[config.mk]
export PLATFORM = sky130hd
export DESIGN_NAME = imem_loader_flat
export DESIGN_NICKNAME = d
export VERILOG_FILES = /design/src/rtl/imem_loader_if.sv /design/src/rtl/imem_loader.sv /design/src/flat_wrapper.sv
export SDC_FILE = /design/constraint.sdc
export NUM_CORES = 1
export LEC_CHECK = 0
export CORE_UTILIZATION = 49
export DETAILED_ROUTE_END_ITERATION = 16
export GPL_TIMING_DRIVEN = 0
export PLACE_DENSITY = 0.75
export SLEW_MARGIN = 40
export SYNTH_ARGS = -nofsm -noshare
export SYNTH_HDL_FRONTEND = slang
export SYNTH_SLANG_ARGS = --single-unit
[constraint.sdc]
create_clock -name clk -period 2.25 [get_ports clk]
set_input_delay 0.45 -clock clk [delete_from_list [all_inputs] [get_ports clk]]
set_output_delay 0.45 -clock clk [all_outputs]
set_load 0.03 [all_outputs]
[src/rtl/imem_loader_if.sv]
// ----------------------------------------------------------------------------
// imem_loader_if
//   Signal bundle between the program-image loader, the host byte link and the
//   CPU wrapper's IMEM reload port.
//
//   rx_vld        byte valid from the host link
//   rx_rdy        loader ready; a byte moves when rx_vld && rx_rdy
//   rx_dat[7:0]   byte data
//   imem_cpu_rstn CPU reset, active-low
//   imem_we       IMEM write strobe, one cycle per word
//   imem_waddr    IMEM word address (byte address bits [31:2])
//   imem_wdat     IMEM write data
//
//   modport master : the loader (it drives the IMEM write port and rx_rdy)
//   modport slave  : the environment (byte source and IMEM/CPU side)
// ----------------------------------------------------------------------------
interface imem_loader_if;
    logic        rx_vld;
    logic        rx_rdy;
    logic [7:0]  rx_dat;
    logic        imem_cpu_rstn;
    logic        imem_we;
    logic [29:0] imem_waddr;
    logic [31:0] imem_wdat;

    modport master (
        input  rx_vld, rx_dat,
        output rx_rdy, imem_cpu_rstn, imem_we, imem_waddr, imem_wdat
    );

    modport slave (
        output rx_vld, rx_dat,
        input  rx_rdy, imem_cpu_rstn, imem_we, imem_waddr, imem_wdat
    );
endinterface

[src/rtl/imem_loader.sv]
// ----------------------------------------------------------------------------
// imem_loader
//   Parses a framed program image from a byte stream and reloads IMEM:
//     0x5A | CNT_L | CNT_H | N x 4 data bytes (little-endian words) | CSUM
//   CSUM is the XOR of all data bytes. The CPU is held in reset from the start
//   of a frame and released only after a frame whose checksum matches.
//
//   Ports
//     clk, srst   clock and synchronous active-high reset
//     bus         imem_loader_if.master (byte input, IMEM write port, CPU reset)
//     busy        frame in progress
//     done        one-cycle pulse after a good load
//     err_len     sticky: word count 0 or above NUM_WORDS_IMEM
//     err_csum    sticky: checksum mismatch
//     err_tmo     sticky: inter-byte timeout (0 when the feature is compiled out)
//
//   Optional feature: define IMEM_LOADER_TIMEOUT_EN to abort a frame after
//   TIMEOUT_CYCLES clocks without an accepted byte.
// ----------------------------------------------------------------------------
module imem_loader #(
    parameter int unsigned NUM_WORDS_IMEM = 8192,
    parameter logic [31:0] ADDR_BASE      = 32'h0000_0000,
    parameter bit          BOOT_HOLD      = 1'b0,
    parameter int unsigned TIMEOUT_CYCLES = 1000000
) (
    input  logic          clk,
    input  logic          srst,
    imem_loader_if.master bus,
    output logic          busy,
    output logic          done,
    output logic          err_len,
    output logic          err_csum,
    output logic          err_tmo
);

    typedef enum logic [2:0] {
        S_IDLE, S_LEN0, S_LEN1, S_DATA, S_CSUM, S_CHECK
    } state_e;

    localparam logic [7:0]  MAGIC     = 8'h5A;
    localparam logic [31:0] MAX_WORDS = 32'(NUM_WORDS_IMEM);

    state_e      state_q, state_d;
    logic [15:0] cnt_q, cnt_d;            // word count N
    logic [15:0] word_idx_q, word_idx_d;  // words written so far
    logic [1:0]  byte_idx_q, byte_idx_d;  // byte position inside current word
    logic [31:0] word_q, word_d;
    logic [7:0]  xor_q, xor_d;
    logic [7:0]  csum_q, csum_d;
    logic        cpu_rstn_q, cpu_rstn_d;
    logic        we_q, we_d;
    logic [29:0] waddr_q, waddr_d;
    logic [31:0] wdat_q, wdat_d;
    logic        busy_q, busy_d;
    logic        done_q, done_d;
    logic        err_len_q, err_len_d;
    logic        err_csum_q, err_csum_d;

    logic        rx_rdy;
    logic        accept;
    logic        frame_start;
    logic [15:0] cnt_full;
    logic        len_bad;
    logic        tmo_hit;

    assign rx_rdy      = (state_q != S_CHECK);
    assign accept      = bus.rx_vld && rx_rdy;
    assign frame_start = (state_q == S_IDLE) && accept && (bus.rx_dat == MAGIC);
    assign cnt_full    = {bus.rx_dat, cnt_q[7:0]};
    assign len_bad     = (cnt_full == 16'd0) || ({16'd0, cnt_full} > MAX_WORDS);

    always_comb begin
        // NOTE: every variable gets a default before the case so no path can
        // leave one unassigned and infer a latch.
        state_d    = state_q;
        cnt_d      = cnt_q;
        word_idx_d = word_idx_q;
        byte_idx_d = byte_idx_q;
        word_d     = word_q;
        xor_d      = xor_q;
        csum_d     = csum_q;
        cpu_rstn_d = cpu_rstn_q;
        we_d       = 1'b0;
        waddr_d    = waddr_q;
        wdat_d     = wdat_q;
        busy_d     = busy_q;
        done_d     = 1'b0;
        err_len_d  = err_len_q;
        err_csum_d = err_csum_q;

        unique case (state_q)
            S_IDLE: begin
                if (frame_start) begin
                    state_d    = S_LEN0;
                    cpu_rstn_d = 1'b0;
                    busy_d     = 1'b1;
                    err_len_d  = 1'b0;
                    err_csum_d = 1'b0;
                    xor_d      = 8'h00;
                    word_idx_d = 16'd0;
                    byte_idx_d = 2'd0;  // drop any partial word left by a timeout
                end
            end
            S_LEN0: begin
                if (accept) begin
                    cnt_d   = {8'h00, bus.rx_dat};
                    state_d = S_LEN1;
                end
            end
            S_LEN1: begin
                if (accept) begin
                    cnt_d = cnt_full;
                    if (len_bad) begin
                        err_len_d = 1'b1;
                        busy_d    = 1'b0;
                        state_d   = S_IDLE;
                    end else begin
                        state_d = S_DATA;
                    end
                end
            end
            S_DATA: begin
                if (accept) begin
                    // Shift right so the first byte of a word ends up in [7:0].
                    word_d     = {bus.rx_dat, word_q[31:8]};
                    xor_d      = xor_q ^ bus.rx_dat;
                    byte_idx_d = byte_idx_q + 2'd1;
                    if (byte_idx_q == 2'd3) begin
                        we_d       = 1'b1;
                        wdat_d     = word_d;
                        waddr_d    = ADDR_BASE[31:2] + 30'(word_idx_q);
                        word_idx_d = word_idx_q + 16'd1;
                        if (word_idx_d == cnt_q) begin
                            state_d = S_CSUM;
                        end
                    end
                end
            end
            S_CSUM: begin
                if (accept) begin
                    csum_d  = bus.rx_dat;
                    state_d = S_CHECK;
                end
            end
            S_CHECK: begin
                busy_d  = 1'b0;
                state_d = S_IDLE;
                if (csum_q == xor_q) begin
                    cpu_rstn_d = 1'b1;
                    done_d     = 1'b1;
                end else begin
                    err_csum_d = 1'b1;
                end
            end
            default: state_d = S_IDLE;
        endcase

        // Abort leaves the CPU held and never writes the partial word.
        if (tmo_hit) begin
            state_d = S_IDLE;
            busy_d  = 1'b0;
        end
    end

    always_ff @(posedge clk) begin
        // NOTE: state registers use non-blocking assignments so every flop
        // samples the pre-edge value of the others.
        if (srst) begin
            state_q    <= S_IDLE;
            cnt_q      <= '0;
            word_idx_q <= '0;
            byte_idx_q <= '0;
            word_q     <= '0;
            xor_q      <= '0;
            csum_q     <= '0;
            cpu_rstn_q <= ~BOOT_HOLD;
            we_q       <= 1'b0;
            waddr_q    <= '0;
            wdat_q     <= '0;
            busy_q     <= 1'b0;
            done_q     <= 1'b0;
            err_len_q  <= 1'b0;
            err_csum_q <= 1'b0;
        end else begin
            state_q    <= state_d;
            cnt_q      <= cnt_d;
            word_idx_q <= word_idx_d;
            byte_idx_q <= byte_idx_d;
            word_q     <= word_d;
            xor_q      <= xor_d;
            csum_q     <= csum_d;
            cpu_rstn_q <= cpu_rstn_d;
            we_q       <= we_d;
            waddr_q    <= waddr_d;
            wdat_q     <= wdat_d;
            busy_q     <= busy_d;
            done_q     <= done_d;
            err_len_q  <= err_len_d;
            err_csum_q <= err_csum_d;
        end
    end

`ifdef IMEM_LOADER_TIMEOUT_EN
    localparam logic [31:0] TMO_LAST = 32'(TIMEOUT_CYCLES - 1);

    logic [31:0] tmo_cnt_q, tmo_cnt_d;
    logic        err_tmo_q, err_tmo_d;

    // Counts clocks since the last accepted byte while a frame is open.
    assign tmo_hit = (state_q != S_IDLE) && !accept && (tmo_cnt_q == TMO_LAST);

    always_comb begin
        tmo_cnt_d = tmo_cnt_q + 32'd1;
        if ((state_q == S_IDLE) || accept || tmo_hit) begin
            tmo_cnt_d = 32'd0;
        end
        err_tmo_d = err_tmo_q;
        if (tmo_hit) begin
            err_tmo_d = 1'b1;
        end else if (frame_start) begin
            err_tmo_d = 1'b0;
        end
    end

    always_ff @(posedge clk) begin
        if (srst) begin
            tmo_cnt_q <= '0;
            err_tmo_q <= 1'b0;
        end else begin
            tmo_cnt_q <= tmo_cnt_d;
            err_tmo_q <= err_tmo_d;
        end
    end

    assign err_tmo = err_tmo_q;
`else
    logic [31:0] unused_tmo;
    assign unused_tmo = 32'(TIMEOUT_CYCLES);
    assign tmo_hit    = 1'b0;
    assign err_tmo    = 1'b0;
`endif

    assign bus.rx_rdy        = rx_rdy;
    assign bus.imem_cpu_rstn = cpu_rstn_q;
    assign bus.imem_we       = we_q;
    assign bus.imem_waddr    = waddr_q;
    assign bus.imem_wdat     = wdat_q;
    assign busy              = busy_q;
    assign done              = done_q;
    assign err_len           = err_len_q;
    assign err_csum          = err_csum_q;

endmodule
[src/flat_wrapper.sv]
// flat-port wrapper written by rule: the top's interface ports become plain ports
module imem_loader_flat 
#(
    parameter int unsigned NUM_WORDS_IMEM = 8192,
    parameter logic [31:0] ADDR_BASE      = 32'h0000_0000,
    parameter bit          BOOT_HOLD      = 1'b0,
    parameter int unsigned TIMEOUT_CYCLES = 1000000
)
  (clk, srst, busy, done, err_len, err_csum, err_tmo, bus_rx_vld, bus_rx_dat, bus_rx_rdy, bus_imem_cpu_rstn, bus_imem_we, bus_imem_waddr, bus_imem_wdat);
  imem_loader_if bus_i ();
  input  logic clk;
  input  logic srst;
  output logic busy;
  output logic done;
  output logic err_len;
  output logic err_csum;
  output logic err_tmo;
  input wire logic [$bits(bus_i.rx_vld)-1:0] bus_rx_vld;
  input wire logic [$bits(bus_i.rx_dat)-1:0] bus_rx_dat;
  output wire logic [$bits(bus_i.rx_rdy)-1:0] bus_rx_rdy;
  output wire logic [$bits(bus_i.imem_cpu_rstn)-1:0] bus_imem_cpu_rstn;
  output wire logic [$bits(bus_i.imem_we)-1:0] bus_imem_we;
  output wire logic [$bits(bus_i.imem_waddr)-1:0] bus_imem_waddr;
  output wire logic [$bits(bus_i.imem_wdat)-1:0] bus_imem_wdat;
  assign bus_i.rx_vld = bus_rx_vld;
  assign bus_i.rx_dat = bus_rx_dat;
  assign bus_rx_rdy = bus_i.rx_rdy;
  assign bus_imem_cpu_rstn = bus_i.imem_cpu_rstn;
  assign bus_imem_we = bus_i.imem_we;
  assign bus_imem_waddr = bus_i.imem_waddr;
  assign bus_imem_wdat = bus_i.imem_wdat;
  imem_loader #(.NUM_WORDS_IMEM(NUM_WORDS_IMEM), .ADDR_BASE(ADDR_BASE), .BOOT_HOLD(BOOT_HOLD), .TIMEOUT_CYCLES(TIMEOUT_CYCLES)) u_core (.clk(clk), .srst(srst), .bus(bus_i), .busy(busy), .done(done), .err_len(err_len), .err_csum(err_csum), .err_tmo(err_tmo));
endmodule
==> results of run 1 <==
synthesized netlist by cell type, types with 3 or more instances:
| library cell | number |
|---|---|
| a31oi_1 | 8 |
| o22ai_1 | 4 |
| nand3_1 | 15 |
| inv_1 | 6 |
| xnor2_1 | 9 |
| a21oi_1 | 117 |
| nand2b_1 | 3 |
| or2_2 | 7 |
| buf_4 | 15 |
| buf_2 | 9 |
| a311oi_1 | 5 |
| nand2_1 | 200 |
| o2111ai_1 | 3 |
| o21ai_0 | 23 |
| or3_1 | 5 |
| clkbuf_1 | 52 |
| dfxtp_1 | 131 |
| nor2b_1 | 8 |
| and3_1 | 7 |
| nand4_1 | 6 |
| or4_1 | 3 |
| nor3_1 | 15 |
| xor2_1 | 18 |
| nor2_1 | 39 |
| a211oi_1 | 6 |
| nor4_1 | 9 |
| a22oi_1 | 8 |
per-stage QoR:
stage / setup WS [ns] / setup TNS, ns / hold WS (ns) / power [mW]
after floorplan: 0.000665 / 0 / 0.432 / 2.81
after global placement: -1.17 / -79.39 / 0.441 / 2.94
after detailed placement: -0.991 / -69.49 / 0.447 / 2.95
after CTS: -0.0919 / -0.230 / 0.366 / 5.77
after global routing: -0.170 / -0.541 / 0.381 / 5.97
final: -0.0903 / -0.210 / 0.366 / 5.79
path summary, 6_finish.rpt:
| check | to | slack (ns) |
|---|---|---|
| max | u_core.state_q[0] | -0.09 |
| max reg2reg | u_core.state_q[0] | -0.09 |
| min | u_core.bus.imem_wdat[24] | 0.37 |
| min reg2reg | u_core.bus.imem_waddr[8] | 0.45 |
metal layers:
| layer | vias to the layer above | track usage | wire length (um) |
|---|---|---|---|
| met3 | 60 | 0.0817 | 1390 |
| li1 | 2802 | - | - |
| met1 | 2785 | 0.387 | 7810 |
| met5 | - | 0 | 0 |
| met2 | 267 | 0.478 | 8530 |
| met4 | 0 | 0.162 | 768 |
sequential cells by signal, indices dropped and copies added (netlist names):
| register | count |
|---|---|
| u_core.bus.imem_wdat | 32 |
| u_core.word_q | 24 |
| u_core.bus.imem_waddr | 16 |
| u_core.cnt_q | 16 |
| u_core.word_idx_q | 16 |
| u_core.csum_q | 8 |
| u_core.xor_q | 8 |
| u_core.state_q | 3 |
| u_core.byte_idx_q | 2 |
| u_core.bus.imem_cpu_rstn | 1 |
| u_core.bus.imem_we | 1 |
| u_core.busy | 1 |
| u_core.done | 1 |
| u_core.err_csum | 1 |
| u_core.err_len | 1 |
area by class of cell:
type	instances	area, um^2
plain buffers	69	390
clock buffers	19	443
clock inverters	13	158
fillers	968	3880
inverters	6	22.5
multi-input cells	568	3180
flip-flops and latches	131	2640
well taps	143	179
repair buffers	72	674
kinds of logic (layout without fill, tap and decap cells):
kind of cell / after synthesis / count (layout)
simple gates: 333 / 333
mux: 1 / 1
xor+xnor: 27 / 27
flops: 131 / 131
other cells: 1 / 15
buf+inv: 82 / 179
fa+ha+maj: 2 / 2
compound gates: 190 / 190
power by group:
| group | switching, mW | internal [mW] |
|---|---|---|
| registers | 0.0497 | 2.36 |
| logic | 0.356 | 0.199 |
| clock network | 1.07 | 1.76 |
tightest hold or removal path, delay by kind of cell:
| kind | cells | cell delay [ns] |
|---|---|---|
| AOI/OAI and AO/OA | 1 | 0.05 |
| buffers and inverters | 1 | 0.17 |
| and+or+nand+nor | 1 | 0.08 |
cell usage in the layout (no fill, tap or decap), types with 5 or more instances in the layout:
master / netlist / routed
clkbuf_2: 0 / 19
xnor2_1: 9 / 9
o21ai_0: 23 / 23
a22oi_1: 8 / 8
clkbuf_16: 0 / 17
nor4_1: 9 / 7
and3_1: 7 / 7
clkbuf_1: 52 / 24
clkdlybuf4s50_1: 0 / 54
nand2_1: 200 / 197
dfxtp_1: 131 / 123
nor2b_1: 8 / 5
nand3_1: 15 / 11
dfxtp_2: 0 / 7
nor2_1: 39 / 38
conb_1: 1 / 15
xor2_1: 18 / 17
nand4_1: 6 / 6
buf_4: 15 / 34
inv_1: 6 / 5
or3_1: 5 / 5
or2_2: 7 / 7
nor3_1: 15 / 13
a31oi_1: 8 / 8
a21oi_1: 117 / 115
timing repair:
action,4_1_cts,5_1_grt
cloned,0,0
buffers inserted,11,5
setup endpoints to repair,86,85
gates resized for setup,59,44
pin swaps,13,7
==> run_results.csv, run 1 <==
group,metric,value,unit
yosys,synth_top_cell_by_area,"dfxtp_1",
timing,fmax,427,MHz
die,start_util,0.508,
timing,skew,0.00543,ns
timing,rsz0062_at_grt,"true",
yosys,synth_cell_types,56,
die,die_w,112,um
detailed_routing,routedWlPerCell,18.1,um
grt,grt_pass1_vias,5586,
yosys,synthTopCellsByArea,"dfxtp_1 (45%), nand2_1 (13%), a21oi_1 (10%), clkbuf_1 (3.3%), xor2_1 (2.7%)",
clock_tree,cts_num_sinks,131,
yosys,synth_warnings,0,
worst_setup_path,crit_type,"reg -> reg",
grt,grt_max_degree,17,
worst_setup_path,timing.rr.start,"u_core.word_idx_q[0]",
detailed_routing,vias_per_cell,5.79,
grt,grt_overflow,0,
timing,setup_viol,3,
detailed_routing,drc,8,
worst_setup_path,cp-start-kind,"flip-flop",
clock_tree,insertion_delay,0.43,ns
clock_tree,path_clk_slew,0.06,ns
worst_setup_path,cp_cell_sequence,"ha_4 -> xor2_2 -> a211oi_2 -> o2111ai_2 -> or4_4 -> a2111oi_4 -> buf_4 -> a211oi_1",
yosys,ys_seq_elements,131,
timing,relSlewSlack,0.505,
final_layout,fin_util,0.664,
yosys,syn-cell-area,5880,um^2
job,maxCapViolations,0,
worst_setup_path,slowest_stage,"or4_4",
worst_setup_path,cp_num_cells,8,
clock_tree,hold_buffers,0,
final_layout,antenna_cells,0,
detailed_routing,ant_nets,0,
clock_tree,ctsHtreeMaxLevel,4,
final_layout,fin_area,7680,um^2
power_and_ir_drop,leakage,2.72,nW
timing,post-route-period-util,1.04,
min_path,hold_class,"in -> reg",
yosys,ys_seq_area_frac,0.446,
timing,worst_slew_pin_slew,0.742,ns
placed_design,dpl_cell_area,6680,um^2
power_and_ir_drop,vdd_drop_max,0.781,mV
final_layout,final_net_count,878,
timing,maxSlewViolCount,0,
clock_tree,clockBufferDepth,2,
worst_setup_path,crit_start,"u_core.word_idx_q[0]",
worst_setup_path,cp_max_fo,3,
placed_design,gp_congestion,0.904,
detailed_routing,drt-initial-drc-count,487,
yosys,synth_compound_area_frac,0.191,
clock_tree,cts_made_buffers,17,
final_layout,syn2layout_area_growth,30.6,%
yosys,synth.avg_cell_area,7.67,um^2
run_status,violations,"DRC, setup timing",
yosys,synthMuxAreaShare,0.00191,
yosys,synth-edff-count,0,
placed_design,placedCellCount,980,
worst_setup_path,cp_data_required_time,2.53,ns
placed_design,place_hpwl,12900,um
worst_setup_path,critPathTopFamily,"compound AO/OA/AOI/OAI gates",
clock_tree,cts_tree,"yes",
detailed_routing,vias,5914,
yosys,synth_xor_area_frac,0.0402,
worst_setup_path,critPathBufInv,1,
run_status,outcome,"finished with violations",
die,die_h,112,um
die,rows,39,
die,dieArea,12400,um^2
min_path,hp-start,"bus_rx_dat[0]",
timing,fin_ws,-0.0903,ns
timing,hold_violations,0,
timing,final.min_clock_period,2.34,ns
grt,antenna_found_initial,0,
power_and_ir_drop,powerDensity,754,nW/um^2
yosys,yosys.area_share.adder,0.00426,
grt,grt_util_all_layers,0.306,
worst_setup_path,end_kind,"flip-flop",
detailed_routing,wl,18500,um
final_layout,layout.cells.non_filler,1021,
yosys,ys.flop_type,"dfxtp_1",
yosys,syn_inst,767,
yosys,synth-simple-area-share,0.253,
grt,grt_pass1_wl,29300,um
detailed_routing,firstDrtPassIters,11,
die,ios,81,
die,core_area,11600,um^2
placed_design,io_buffers,56,
min_path,min_path_cells,3,
final_layout,drive_above_1_share,0.171,
yosys,yosysTopAreaCellShare,0.446,
yosys,synthArstFlopShare,0,
yosys,synth_top_family_by_area,"simple AND/OR/NAND/NOR gates",
clock_tree,cts_root_buffer,"clkbuf_16",
worst_setup_path,worstPathArrival,2.62,ns
worst_setup_path,critPathMaxStageDelay,0.53,ns
worst_setup_path,reg2reg_depth,8,
Note: power is estimated with default switching activity, not from simulation.
==> inputs of run 2 (changes only) <==
--- a/config.mk
+++ b/config.mk
@@ -6,6 +6,7 @@
 export NUM_CORES = 1
 export LEC_CHECK = 0
 export CORE_UTILIZATION = 49
+export CTS_CLUSTER_DIAMETER = 50
 export DETAILED_ROUTE_END_ITERATION = 16
 export GPL_TIMING_DRIVEN = 0
 export PLACE_DENSITY = 0.75
==> results of run 2 <==
The final DEF is identical to that of run 1; final timing and power are the same.
